===== src/rtl/mmio_timer.sv =====
// mmio_timer: memory-mapped prescaled 32-bit timer/counter on the ARMSC data bus.
// The block provides a compare match with optional auto-reload, an overflow flag
// and a registered level interrupt.
//
// Ports:
//   clk        system clock, rising edge
//   reset      synchronous active-low reset
//   MemWrite   processor write strobe; the write commits at the clk edge
//   DataAdr    byte address; the window is BASE..BASE+0x1F
//   WriteData  write data
//   ReadData   combinational read data; 0 when hit is low
//   hit        combinational window decode, for the top-level read mux
//   irq        registered interrupt = STATUS.MATCH & CTRL.IRQEN
//
// Register map (word offsets):
//   0 CTRL      bit0 EN, bit1 AUTORELOAD, bit2 IRQEN
//   1 COUNT     32-bit counter
//   2 COMPARE   32-bit compare value
//   3 STATUS    bit0 MATCH, bit1 OVF (write 1 to clear)
//   4 PRESCALE  low PRESCALE_W bits
//   5-7         read 0, writes ignored
module mmio_timer #(
  parameter logic [31:0] BASE       = 32'h0000_1000,
  parameter int unsigned PRESCALE_W = 16
) (
  input  logic        clk,
  input  logic        reset,
  input  logic        MemWrite,
  input  logic [31:0] DataAdr,
  input  logic [31:0] WriteData,
  output logic [31:0] ReadData,
  output logic        hit,
  output logic        irq
);

  localparam int unsigned DATA_W = 32;
  localparam int unsigned OFF_W  = 3;

  localparam logic [OFF_W-1:0] OFF_CTRL     = 3'd0;
  localparam logic [OFF_W-1:0] OFF_COUNT    = 3'd1;
  localparam logic [OFF_W-1:0] OFF_COMPARE  = 3'd2;
  localparam logic [OFF_W-1:0] OFF_STATUS   = 3'd3;
  localparam logic [OFF_W-1:0] OFF_PRESCALE = 3'd4;

  localparam logic [DATA_W-1:0] COUNT_MAX = 32'hFFFF_FFFF;

  // Register state
  logic                  en_q, en_d;
  logic                  autoreload_q, autoreload_d;
  logic                  irqen_q, irqen_d;
  logic [DATA_W-1:0]     count_q, count_d;
  logic [DATA_W-1:0]     compare_q, compare_d;
  logic                  match_q, match_d;
  logic                  ovf_q, ovf_d;
  logic [PRESCALE_W-1:0] prescale_q, prescale_d;
  logic [PRESCALE_W-1:0] pcnt_q, pcnt_d;
  logic                  irq_q, irq_d;

  // Decode
  logic [OFF_W-1:0] offset;
  logic             wr_ctrl, wr_count, wr_compare, wr_status, wr_prescale;
  logic             tick;
  logic             match_set, ovf_set;
  logic [DATA_W-1:0] rdata;

  // Byte lanes are not decoded; every access is a full word.
  logic unused_addr_bits;
  assign unused_addr_bits = ^DataAdr[1:0];

  // Window decode and per-register write enables
  always_comb begin
    hit         = (DataAdr[31:5] == BASE[31:5]);
    offset      = DataAdr[4:2];
    wr_ctrl     = MemWrite && hit && (offset == OFF_CTRL);
    wr_count    = MemWrite && hit && (offset == OFF_COUNT);
    wr_compare  = MemWrite && hit && (offset == OFF_COMPARE);
    wr_status   = MemWrite && hit && (offset == OFF_STATUS);
    wr_prescale = MemWrite && hit && (offset == OFF_PRESCALE);
  end

  // Prescaler: tick on the cycle pcnt reaches PRESCALE, then restart from 0
  always_comb begin
    tick   = en_q && (pcnt_q == prescale_q);
    pcnt_d = pcnt_q;
    if (en_q) begin
      pcnt_d = tick ? '0 : pcnt_q + PRESCALE_W'(1);
    end
    // A new prescale value restarts the period from zero.
    if (wr_prescale) begin
      pcnt_d = '0;
    end
  end

  // Counter, compare and flags. Hardware events are computed from the pre-edge
  // values; bus writes then override COUNT and EN, while flag sets beat W1C.
  always_comb begin
    count_d      = count_q;
    compare_d    = compare_q;
    en_d         = en_q;
    autoreload_d = autoreload_q;
    irqen_d      = irqen_q;
    prescale_d   = prescale_q;
    match_set    = 1'b0;
    ovf_set      = 1'b0;

    if (tick) begin
      if (count_q == compare_q) begin
        match_set = 1'b1;
        if (autoreload_q) begin
          count_d = '0;
        end else begin
          en_d = 1'b0;
        end
      end else if (count_q == COUNT_MAX) begin
        count_d = '0;
        ovf_set = 1'b1;
      end else begin
        count_d = count_q + 32'd1;
      end
    end

    if (wr_ctrl) begin
      en_d         = WriteData[0];
      autoreload_d = WriteData[1];
      irqen_d      = WriteData[2];
    end
    if (wr_count) begin
      count_d = WriteData;
    end
    if (wr_compare) begin
      compare_d = WriteData;
    end
    if (wr_prescale) begin
      prescale_d = WriteData[PRESCALE_W-1:0];
    end

    match_d = (match_q && !(wr_status && WriteData[0])) || match_set;
    ovf_d   = (ovf_q   && !(wr_status && WriteData[1])) || ovf_set;

    // irq tracks the post-edge flag so it rises together with MATCH.
    irq_d = match_d && irqen_d;
  end

  // State registers with synchronous active-low reset
  always_ff @(posedge clk) begin
    if (!reset) begin
      en_q         <= 1'b0;
      autoreload_q <= 1'b0;
      irqen_q      <= 1'b0;
      count_q      <= '0;
      compare_q    <= '0;
      match_q      <= 1'b0;
      ovf_q        <= 1'b0;
      prescale_q   <= '0;
      pcnt_q       <= '0;
      irq_q        <= 1'b0;
    end else begin
      en_q         <= en_d;
      autoreload_q <= autoreload_d;
      irqen_q      <= irqen_d;
      count_q      <= count_d;
      compare_q    <= compare_d;
      match_q      <= match_d;
      ovf_q        <= ovf_d;
      prescale_q   <= prescale_d;
      pcnt_q       <= pcnt_d;
      irq_q        <= irq_d;
    end
  end

  // Read mux; reads have no side effects
  always_comb begin
    rdata = '0;
    unique case (offset)
      OFF_CTRL:     rdata = {29'd0, irqen_q, autoreload_q, en_q};
      OFF_COUNT:    rdata = count_q;
      OFF_COMPARE:  rdata = compare_q;
      OFF_STATUS:   rdata = {30'd0, ovf_q, match_q};
      OFF_PRESCALE: rdata = DATA_W'(prescale_q);
      default:      rdata = '0;
    endcase
    ReadData = hit ? rdata : '0;
  end

  assign irq = irq_q;

endmodule


===== config.mk =====
export PLATFORM = sky130hd
export DESIGN_NAME = mmio_timer
export DESIGN_NICKNAME = d
export VERILOG_FILES = /design/src/rtl/mmio_timer.sv
export SDC_FILE = /design/constraint.sdc
export NUM_CORES = 1
export LEC_CHECK = 0
export BUFFER_PORTS_ARGS = -buffer_cell sky130_fd_sc_hd__buf_2
export CAP_MARGIN = 5
export CORE_MARGIN = 3
export CORE_UTILIZATION = 50
export DETAILED_ROUTE_END_ITERATION = 10
export PLACE_DENSITY = 0.8
export RECOVER_POWER = 25
export SLEW_MARGIN = 20
export SYNTH_ARGS = -nofsm -noshare
export SYNTH_HDL_FRONTEND = slang
export SYNTH_SLANG_ARGS = --single-unit

===== constraint.sdc =====
create_clock -name clk -period 2.8 [get_ports clk]
set_clock_uncertainty 0.2 [all_clocks]
set_input_delay 0.28 -clock clk [delete_from_list [all_inputs] [get_ports clk]]
set_output_delay 0.28 -clock clk [all_outputs]
set_load 0.005 [all_outputs]

* Word-level counts from Yosys, hierarchy flattened
Cells that the tools add are included.
** Word-level totals
- Register bits :: 102
- Output and inout bits :: 34
- Word-level logic and storage cells :: 64
** Cells by class
- $add $sub $neg :: 2
- Equality and inequality tests :: 10
- Muxes and demuxes :: 18
- Bitwise gates (word level) :: 1
- Reductions and logical operators :: 23
** Operators by type and width (count)
- 32-bit 2-to-1 mux :: 6
- 32-bit case mux with 5 select lines :: 1
- 32-bit by 1-bit adder with 32-bit output, second input constant :: 1
- 32-bit equality test :: 1
- 32-bit equality test, second input constant :: 1
- 27-bit by 8-bit equality test with 1-bit output, second input constant :: 1
- 16-bit by 1-bit adder with 16-bit output, second input constant :: 1
- 16-bit equality test :: 1
- 16-bit 2-to-1 mux :: 1
- 1-bit logical AND :: 12
- 1-bit 2-to-1 mux :: 10
- 3-bit by 2-bit equality test with 1-bit output, second input constant :: 2
- 2-bit nonzero test :: 3
- 3-bit by 1-bit equality test with 1-bit output, second input constant :: 1
- 3-bit equality test, second input constant :: 1
- 3-bit zero test :: 1
- 3-bit != test, second input constant :: 1
- 3-bit AND reduction :: 1
- 1-bit zero test :: 2
- 1-bit logical OR :: 2
- 2-bit by 1-bit != test with 1-bit output, second input constant :: 1
- 2-bit AND reduction :: 1
- 2-bit OR reduction :: 1
- 1-bit NOT :: 1

* Logic depth before layout (Yosys ltp)
Gate-level depths: netlist of the first run.
- Depth after elaboration :: 8
- Depth in mapped cells :: 11
- Gate-level depth less buffers :: 8

* Least setup slack after synthesis of the first run
OpenSTA, ideal clock, no wires.
- Kind :: register to register
- Start :: reg pcnt_q[13]
- End :: reg count_q[15]
- Setup time :: 0.142 ns
- Data arrival time :: 2.001 ns
- Required time :: 2.458 ns
- Path slack :: 0.457 ns
- Stages on the path, launching flop included :: 11
- Path buffers :: 3
- Period minus slack after synthesis :: 2.343 ns
- Cells stage by stage :: dfxtp_1 buf_2 xnor2_1 nand4_1 or3_1 nor4_2 o22ai_1 buf_2 buf_2 a21oi_1 o32ai_2
** Between the ends
- Longest elaborated chain between the ends :: 4
** RTL lines
- start, declared :: line 56 : logic [PRESCALE_W-1:0] pcnt_q, pcnt_d;
- start signal, assigned :: line 166 : pcnt_q <= pcnt_d;
- 16-bit equality test :: line 83 : tick = en_q && (pcnt_q == prescale_q);
- 1-bit logical AND :: line 83
- 2-bit nonzero test (no source line)
- 2-bit AND reduction (no source line)
- end signal, assigned :: line 161 : count_q <= count_d;
- end, declared :: line 51 : logic [DATA_W-1:0] count_q, count_d;
No other way between the ends.
A chain may end at the register's enable or synchronous reset.

* Worst setup path in the final report of the first run
- Start :: reg pcnt_q[14]
- End :: reg count_q[27]
Same word-level chain as after synthesis.

==> results.md, run 1 <==
- Pin count of the biggest net entering global routing: 40
- Final non-filler cell total: 1075
- Worst reg-to-reg path cell count: 8
- GRT Util Overall: 26.9%
- Post-Route M1 WL: 8.28 mm
- Dominant cell type by area after synthesis: dfxtp_1
- Top Ports: 101
- Worst hold-check path type: input port to flop
- Net Switching: 0.665 mW
- Via count: 6449
- Buf+Inv Stages, Crit Path: 1
- Setup WS pre-CTS: 0.205 ns
- Final Hold Viols: 0
- Slew at the pin closest to its max-slew limit: 0.565 ns
- CP endpoint: count_q[27]
- Initial Utilization: 52.0%
- Drt drc: 0
- Post-Synth XOR/XNOR Area: 9.66%
- Number of flops mapped to enable cells by yosys: 0
- Clock Tree Buf Depth: 2
- Largest family of logic cells by synthesized area: simple AND/OR/NAND/NOR gates
- Req. time, crit path: 2.85 ns
- PwrDens: 371 nW/µm²
- Arrival @ worst endpoint: 2.72 ns
- WHS: 0.00805 ns
- R2r setup slk: 0.13 ns
- Syn avg cell area: 7.96 µm²
- DP Cell Count: 1045
- Most used DFF post-synth: dfxtp_1
- Placed cell area: 7180 µm²
- Syn Inst Count: 797
- Max Cap Violations: 0
- Async SR Flop Fraction: 0%
- Multiplexer share of the synthesized area: 5.88%
- Comb pwr share: 6.0%
- Final wirelength: 19.3 mm
- Adder-Cell Fraction of Synth Area: 0.394%
- Post-synthesis simple-gate area fraction: 26.1%
- Sw Ratio: 23.7%
- Area Growth Syn to Fin: 19.4%
- Leak pwr: 2.70 nW
- Final ANT Viol Nets: 0
- Slew headroom: 62.2%
- Top layer in use: met4
- IO Port Bufs: 98
- Slew Limit Fails: 0
- Internal power: 2.14 mW
- Final Core Density: 62.1%
- Clk pin slew, worst setup/hold paths: 0.07 ns
- Sequential Area: 2040 µm²
- # rows: 40
- Worst skew pair latency: 0.35 ns
- Final GP Congestion: 0.993
- Hold path depth: 3
- Area contributors post-synth: dfxtp_1, nor2_1, xnor2_1
- Die height: 119 µm
- First-pass GRT wire length: 31.0 mm
- WL met2: 8.61 mm
- DRT Pass-1 Iters: 6
- Status: complete, no violations
- Synth warnings: 0
- Vias in the first global route: 6112
- Post-route minimum period: 2.67 ns
- Worst R2R End: count_q[27]
- RSZ-0062 raised after global routing: false
- Clock network power share: 42.4%
- Most common cell after layout, fill and taps aside: nor2_1
- Total power: 2.81 mW
- Final net count: 971
- Tcrit/Tclk final: 95.4%
- Post-CTS setup buffer count: 0
- Critical Path End Type: flop
- Levels on crit path: 8
- CP Class: flop to flop
- Met3 wire length: 1.75 mm
- Post-synthesis compound-gate area fraction: 19.7%
- Critical Path Start Type: flop
- Sink Count: 102
- TritonCTS clock tree: yes
- Vias per inst: 6.00
- Die footprint: 14100 µm²
- Yosys cell types: 58
- Die Wd: 119 µm
- Worst setup path start: pcnt_q[14]
- Final Setup Violations: 0
- Flop pwr share: 51.6%
- Per-cell routed wire length: 17.9 µm
- Htree depth: 3
- Crit-path max cell delay: 0.39 ns
- Worst VDD drop: 0.322 mV
- GR Overflow Total: 0
- Final TNS setup: 0 ns
- Commonest cells after routing, fill and taps aside: nor2_1, dfxtp_1, buf_2
- Final HPWL DP: 13.9 mm
- CTS Buf Count: 9
- Fill count: 1122
- Core ar.: 12200 µm²
- Area used by multi-input combinational logic: 3920 µm²
- Post-route cell area: 7580 µm²
- DRT iter0 DRCs: 728
- Antenna cell count: 0
- PnR worst setup slack: 0.130 ns
- Netlist Area Pre-Place: 6350 µm²
- Seq/Total Area, Yosys: 32.2%
- Critical-path top delay cell: or3_1
- Synthesized net count: 866
- Yosys top cell area share: 32.2%
- Synth Register Bits: 102
- FF-to-FF Start: pcnt_q[14]
- Worst path cell trace: xnor2_1 -> nand3_1 -> or3_1 -> nor4_2 -> buf_4 -> o22a_2 -> o21ai_0 -> a32o_1
- Delay-heaviest family, CP: simple AND/OR/NAND/NOR gates
- Share of layout cells above drive strength 1: 21.7%
- Fmax: 375 MHz
- Worst-path fanout max: 13
- Clock Tree Root: clkbuf_16
- Initial antenna violation count: 0
-- cell usage after synthesis, types with 3 or more instances --
| library cell | number |
|---|---|
| buf_1 | 4 |
| or3_1 | 3 |
| a22oi_1 | 43 |
| dfxtp_1 | 102 |
| o21ai_1 | 9 |
| a32oi_1 | 9 |
| xor2_1 | 18 |
| xnor2_1 | 52 |
| nand3_1 | 23 |
| nor2b_1 | 5 |
| a21oi_1 | 52 |
| buf_6 | 4 |
| and3_1 | 8 |
| nand2_1 | 83 |
| a31o_1 | 3 |
| o32ai_1 | 5 |
| and2_1 | 5 |
| inv_1 | 8 |
| or2_2 | 3 |
| nor3_1 | 16 |
| clkbuf_1 | 35 |
| nor4_1 | 13 |
| a221oi_1 | 8 |
| o21a_1 | 3 |
| o21ai_0 | 3 |
| buf_4 | 6 |
| nand4_1 | 32 |
| buf_2 | 23 |
| a32o_1 | 4 |
| nor2_1 | 127 |
| nor4b_1 | 4 |
| and4_1 | 5 |
| mux2i_1 | 35 |
| o32ai_2 | 13 |
-- worst min-delay path by stage --
stage	from	to	slack, ns
6_report	WriteData[25]	compare_q[25]	0.008
4_1_cts	WriteData[3]	prescale_q[3]	0.0004
3_3_place_gp	ovf_q	ovf_q	0.24
5_1_grt	WriteData[14]	prescale_q[14]	0.01
3_5_place_dp	ovf_q	ovf_q	0.25
2_1_floorplan	WriteData[0]	en_q	0.21
-- sequential cells by signal, indices dropped and copies added (netlist names), 16 cells and up --
name	cells
pcnt_q	16
prescale_q	16
compare_q	32
count_q	32
-- routing by layer --
metal,vias to the layer above,track usage [%]
met5,-,0
met4,0,10.7
met3,49,6.03
met2,319,41.0
met1,3018,37.0
li1,3063,-
-- worst reg2reg max path, stage by stage, from the launching register on --
cell and delay, ns:
dfxtp_1 0.34, xnor2_1 0.28, nand3_1 0.10, or3_1 0.39
nor4_2 0.31, buf_4 0.18, o22a_2 0.35, o21ai_0 0.18
a32o_1 0.24
-- power groups by stage --
stage	registers, mW	clock network (mW)	logic, mW
floorplan	1.48	0	0.0596
global placement	1.48	0	0.149
detailed placement	1.48	0	0.149
CTS	1.45	1.21	0.164
global route	1.45	1.26	0.178
finish	1.45	1.19	0.167
-- cell type report --
cell class                      instances  area share, %
Sequential cell                       102           26.9
Multi-Input combinational cell        614           51.8
Tap cell                              168           2.77
Inverter                                9          0.446
Clock buffer                           11           3.20
Timing Repair Buffer                  166           14.4
Clock inverter                          5          0.462
-- what timing repair did --
action	in CTS	in global routing
gates resized for setup	0	0
hold endpoints to repair	16	0
hold buffers	14	0
-- cells by family (layout without fill, tap and decap cells) --
logic type               Yosys count  count (layout)
multiplexers                      37              37
adder cells (fa/ha/maj)            2               2
AND/OR/NAND/NOR                  342             342
buffers and inverters             81             191
XOR/XNOR                          70              70
flip-flops                       102             102
AO/OA/AOI/OAI                    163             163
(Power assumes the default switching activity.)
==> inputs of run 2 (changes only) <==
GPL_TIMING_DRIVEN = 0   (was not set)
==> results.md, run 2 (synthesis gave the netlist of run 1 again) <==
- Status: complete, no violations
- Initial Utilization: 52.0% (unchanged)
- Critical Path End Type: flop
- Fmax: 366 MHz (-2.2%)
- Per-cell routed wire length: 19.8 µm (+11%)
- Clock Tree Buf Depth: 2 (unchanged)
- Sink Count: 102 (unchanged)
- Net Switching: 0.661 mW (-0.64%)
- PnR worst setup slack: 0.0698 ns (-0.0603 ns)
- First-pass GRT wire length: 33.4 mm (+7.8%)
- Final TNS setup: 0 ns (unchanged)
- Final Hold Viols: 0 (unchanged)
- Drt drc: 0 (unchanged)
- Area Growth Syn to Fin: 19.0%
- Worst hold-check path type: input port to flop
- Flop pwr share: 50.5% (-1.1 points)
- Worst skew pair latency: 0.36 ns (about the same)
- DRT Pass-1 Iters: 9 (+3)
- Max Cap Violations: 0 (unchanged)
- CP Class: flop to flop
- Slew Limit Fails: 0 (unchanged)
- Final GP Congestion: 0.990 (-0.31%)
- Top Registers: compare_q x32, count_q x32
- Antenna cell count: 0 (unchanged)
- Comb pwr share: 5.9% (about the same)
- CTS Buf Count: 9 (unchanged)
- GR Overflow Total: 0 (unchanged)
- Final wirelength: 21.5 mm (+11%)
- Worst-path fanout max: 10 (-3)
- Total power: 2.87 mW (+2.3%)
- Clk pin slew, worst setup/hold paths: 0.07 ns (about the same)
- Final Setup Violations: 0 (unchanged)
- Post-route minimum period: 2.73 ns (+0.0603 ns)
- Slew at the pin closest to its max-slew limit: 0.811 ns (+0.246 ns)
- Internal power: 2.21 mW (+3.2%)
- Core ar.: 12200 µm² (unchanged)
- Sw Ratio: 23.0% (-0.68 points)
- Commonest cells after routing, fill and taps aside: nor2_1, buf_2, dfxtp_1
- Vias in the first global route: 6179 (+1.1%)
- Initial antenna violation count: 0 (unchanged)
- TritonCTS clock tree: yes
- Slew headroom: 45.9% (-16 points)
- GRT Util Overall: 29.8% (+2.9 points)
- Critical Path Start Type: flop
- WHS: 0.00365 ns (-0.00439 ns)
- Post-route cell area: 7550 µm² (-0.35%)
- Pin count of the biggest net entering global routing: 15 (-63%)
- # rows: 40 (unchanged)
- Final net count: 982 (+1.1%)
- Vias per inst: 6.17 (+2.8%)
- PwrDens: 380 nW/µm² (+2.6%)
- DRT iter0 DRCs: 924 (+27%)
- RSZ-0062 raised after global routing: false
- Leak pwr: 2.66 nW (-1.5%)
- Worst VDD drop: 0.271 mV (-16%)
- Clock Tree Root: clkbuf_16
- Die Wd: 119 µm (unchanged)
- Most common cell after layout, fill and taps aside: nor2_1
- Clock network power share: 43.6% (+1.2 points)
- Share of layout cells above drive strength 1: 20.5% (-1.2 points)
- Final HPWL DP: 15.7 mm (+13%)
- Via count: 6680 (+3.6%)
- Die footprint: 14100 µm² (unchanged)
- Htree depth: 3 (unchanged)
- Final ANT Viol Nets: 0 (unchanged)
- IO Port Bufs: 95 (-3.1%)
- Setup WS pre-CTS: -0.181 ns (-0.386 ns)
- Placed cell area: 7030 µm² (-2.1%)
- Req. time, crit path: 2.82 ns (-0.03 ns)
- Arrival @ worst endpoint: 2.75 ns (+0.03 ns)
- Top Ports: 101 (unchanged)
- Tcrit/Tclk final: 97.5% (+2.2 points)
- Die height: 119 µm (unchanged)
run 2: cell types whose count changed in the layout (fill, tap and decap cells not counted), moves of 3 or more:
cell      before  now
buf_6          0    4
dfxtp_2        0    6
buf_12         5    0
dfxtp_1      102   96
clkbuf_1       2   32
buf_4         47    8
xnor2_1       52   44
buf_2         97  111
xnor2_2        0    7
clkbuf_2       2    5
run 2: power groups by stage:
stage	clock network [mW]	registers [mW]	logic [mW]
2_1_floorplan	0	1.48	0.0596
3_3_place_gp	0	1.48	0.150
3_5_place_dp	0	1.48	0.151
4_1_cts	1.25	1.45	0.166
5_1_grt	1.31	1.45	0.180
6_report	1.25	1.45	0.170
run 2: critical path: stages (launching register included):
cell and delay (ns):
dfxtp_2 0.42, ha_1 0.29, nand2_1 0.13, nor3_4 0.34, a41oi_4 0.29, and2_1 0.26, buf_6 0.15, buf_2 0.21
a21oi_1 0.21, o32ai_2 0.09
run 2: final cells by class:
type                       instances  area (µm²)
tap                              168         210
fill                            1108        4660
clock inverter                     2        35.0
buffer                            67         343
multi-input combinational        614        4020
clock buffer                      11         243
inverter                           9        33.8
sequential                       102        2050
timing repair buffer             110         622
run 2: per-layer routing:
layer  up-vias  GRT usage, %  routed length (µm)
li1       3090             -                   -
met1      3088          41.3                9090
met2       426          44.2                9190
met3        76          6.46                2320
met4         0          13.8                 861
met5         -             0                   0
run 2: per-stage QoR:
step           instances  util, %
4_1_cts             1086     61.3
3_3_place_gp        1060     57.6
5_1_grt             1083     61.9
3_5_place_dp        1060     57.6
6_report            1083     61.9
2_1_floorplan        797        -
run 2: final timing paths:
path | depth (start not counted) | from | slack (ns) | end
hold / removal | 3 | WriteData[16] | 0.004 | compare_q[16]
setup / recovery | 9 | count_q[0] | 0.07 | count_q[20]
hold reg to reg | 2 | ovf_q | 0.26 | ovf_q
setup reg to reg | 9 | count_q[0] | 0.07 | count_q[20]
run 2: what timing repair did:
action | in CTS | in global routing
setup buffers | 0 | 1
setup endpoints to repair | 30 | 45
resized for setup | 8 | 22
hold endpoints to repair | 15 | 0
hold buffers | 14 | 0
pin swaps | 0 | 2
==> inputs of run 3 (changes only) <==
SETUP_SLACK_MARGIN = 0.15   (was not set)
==> results.md, run 3 (synthesis gave the netlist of run 1 again) <==
- Setup WS pre-CTS: -0.181 ns (unchanged)
- Status: finished, violations left
- Area Growth Syn to Fin: 23.2%
- Buf+Inv Stages, Crit Path: 4 (+2)
- Crit-path max cell delay: 0.30 ns (-0.12 ns)
- Delay-heaviest family, CP: buffers and inverters
- Worst VDD drop: 0.269 mV (-1.0%)
- Htree depth: 3 (unchanged)
- Worst path cell trace: buf_4 -> xnor2_1 -> nand4_1 -> nor4_1 -> nand2_1 -> clkbuf_2 -> and2_1 -> buf_6 -> buf_2 -> a21oi_1 -> o32ai_2
- Die Wd: 119 µm (unchanged)
- PwrDens: 369 nW/µm² (-3.0%)
- Final TNS setup: 0 ns (unchanged)
- Final net count: 996 (+1.4%)
- Slew Limit Fails: 0 (unchanged)
- Per-cell routed wire length: 20.0 µm (+1.0%)
- Top Ports: 101 (unchanged)
- Worst skew pair latency: 0.37 ns (about the same)
- WHS: -0.00282 ns (-0.00647 ns)
- Max Cap Violations: 0 (unchanged)
- Final Hold Viols: 1 (+1)
- Final Core Density: 64.0% (+2.2 points)
- Fmax: 380 MHz (+3.9%)
- Worst hold start: WriteData[16]
- Initial antenna violation count: 0 (unchanged)
- Clk pin slew, worst setup/hold paths: 0.06 ns (about the same)
- Critical-path top delay cell: dfxtp_1
- Top Registers: compare_q x32, count_q x32
- PnR worst setup slack: 0.171 ns (+0.101 ns)
- Critical Path Start Type: flop
- RSZ-0062 raised after global routing: true
- Critical Path End Type: flop
- Sink Count: 102 (unchanged)
- # rows: 40 (unchanged)
- Drt drc: 0 (unchanged)
- Pin count of the biggest net entering global routing: 15 (unchanged)
- Die footprint: 14100 µm² (unchanged)
- Most common cell after layout, fill and taps aside: nor2_1
- Req. time, crit path: 2.82 ns (about the same)
- IO Port Bufs: 95 (unchanged)
- Antenna cell count: 0 (unchanged)
- Leak pwr: 2.77 nW (+4.0%)
- Tcrit/Tclk final: 93.9% (-3.6 points)
- Die height: 119 µm (unchanged)
- CTS Buf Count: 9 (unchanged)
- Final ANT Viol Nets: 0 (unchanged)
- Post-route minimum period: 2.63 ns (-0.101 ns)
- Final HPWL DP: 15.7 mm (unchanged)
- Slew headroom: 43.8% (-2.1 points)
- FF-to-FF Start: count_q[17]
- GRT Util Overall: 30.0% (+0.19 points)
- GR Overflow Total: 0 (unchanged)
- Via count: 6789 (+1.6%)
- Worst hold-check path type: input port to flop
- Vias per inst: 6.19 (+0.33%)
- Worst setup path start: count_q[17]
- Share of layout cells above drive strength 1: 25.2% (+4.6 points)
- Failing checks: hold timing
- Final wirelength: 22.0 mm (+2.3%)
- Arrival @ worst endpoint: 2.64 ns (-0.11 ns)
- TritonCTS clock tree: yes
- Core ar.: 12200 µm² (unchanged)
- CP Class: flop to flop
- Initial Utilization: 52.0% (unchanged)
- First-pass GRT wire length: 33.6 mm (+0.58%)
- DRT iter0 DRCs: 949 (+2.7%)
- DRT Pass-1 Iters: 6 (-3)
- Final GP Congestion: 0.990 (unchanged)
- Clock Tree Buf Depth: 2 (unchanged)
- Vias in the first global route: 6186 (+0.11%)
- Worst-path fanout max: 10 (unchanged)
- Slew at the pin closest to its max-slew limit: 0.842 ns (+0.0311 ns)
- Commonest cells after routing, fill and taps aside: nor2_1, buf_2, dfxtp_1
- Clock Tree Root: clkbuf_16
- Final Setup Violations: 0 (unchanged)
-- run 3: changes by cell type in the layout (fill, tap and decap cells not counted), sizes merged --
cell,delta
clkbuf,+1
buf,+13
-- run 3: repair_timing --
action                                  CTS  global route
cloned                                    0             0
resized for setup                        27            55
endpoints found under the hold margin    15             0
buffers inserted                          0            10
endpoints found under the setup margin   39            68
pin swaps                                 2            11
hold buffers                             14             0
-- run 3: final cells by class --
type,instances,area (µm²)
sequential,102,2050
clock inverter,2,35.0
inverter,9,33.8
multi-input combinational,614,4170
tap,168,210
timing repair buffer,119,689
fill,1063,4390
clock buffer,11,243
buffer,72,383
-- run 3: metal layers --
| metal | wire length [µm] | track usage [%] |
|---|---|---|
| met4 | 830 | 13.8 |
| met5 | 0 | 0 |
| met1 | 8990 | 42.0 |
| met2 | 9470 | 44.3 |
| met3 | 2680 | 6.12 |
-- run 3: worst paths after layout --
check | to | slack [ns] | cells past startpoint
max | count_q[25] | 0.17 | 11
min | compare_q[16] | -0.003 | 3
max reg2reg | count_q[25] | 0.17 | 11
min reg2reg | ovf_q | 0.26 | 2
-- run 3: tightest hold or removal path, delay by kind of cell --
kind	cells	cell delay, ns
buffers and inverters	1	0.10
and+or+nand+nor	1	0.07
muxes	1	0.07
-- run 3: where the power goes --
group	total (mW)	switching, mW	leakage [nW]	internal, mW
Combinational	0.172	0.112	1.80	0.0604
Clock	1.26	0.561	0.137	0.702
Sequential	1.45	0.000000000616	0.826	1.45
Total	2.88	0.673	2.77	2.21
-- run 3: metrics by stage --
| stage | total power, mW | instance area [µm²] | hold slack, ns | std cells |
|---|---|---|---|---|
| after global placement | 1.63 | 7030 | 0.248 | 1060 |
| after detailed placement | 1.63 | 7030 | 0.246 | 1060 |
| after floorplan | 1.54 | 6350 | 0.212 | 797 |
| final | 2.88 | 7820 | -0.00282 | 1097 |
| after CTS | 2.87 | 7570 | 0.00312 | 1087 |
| after global routing | 2.95 | 7820 | 0.00196 | 1097 |
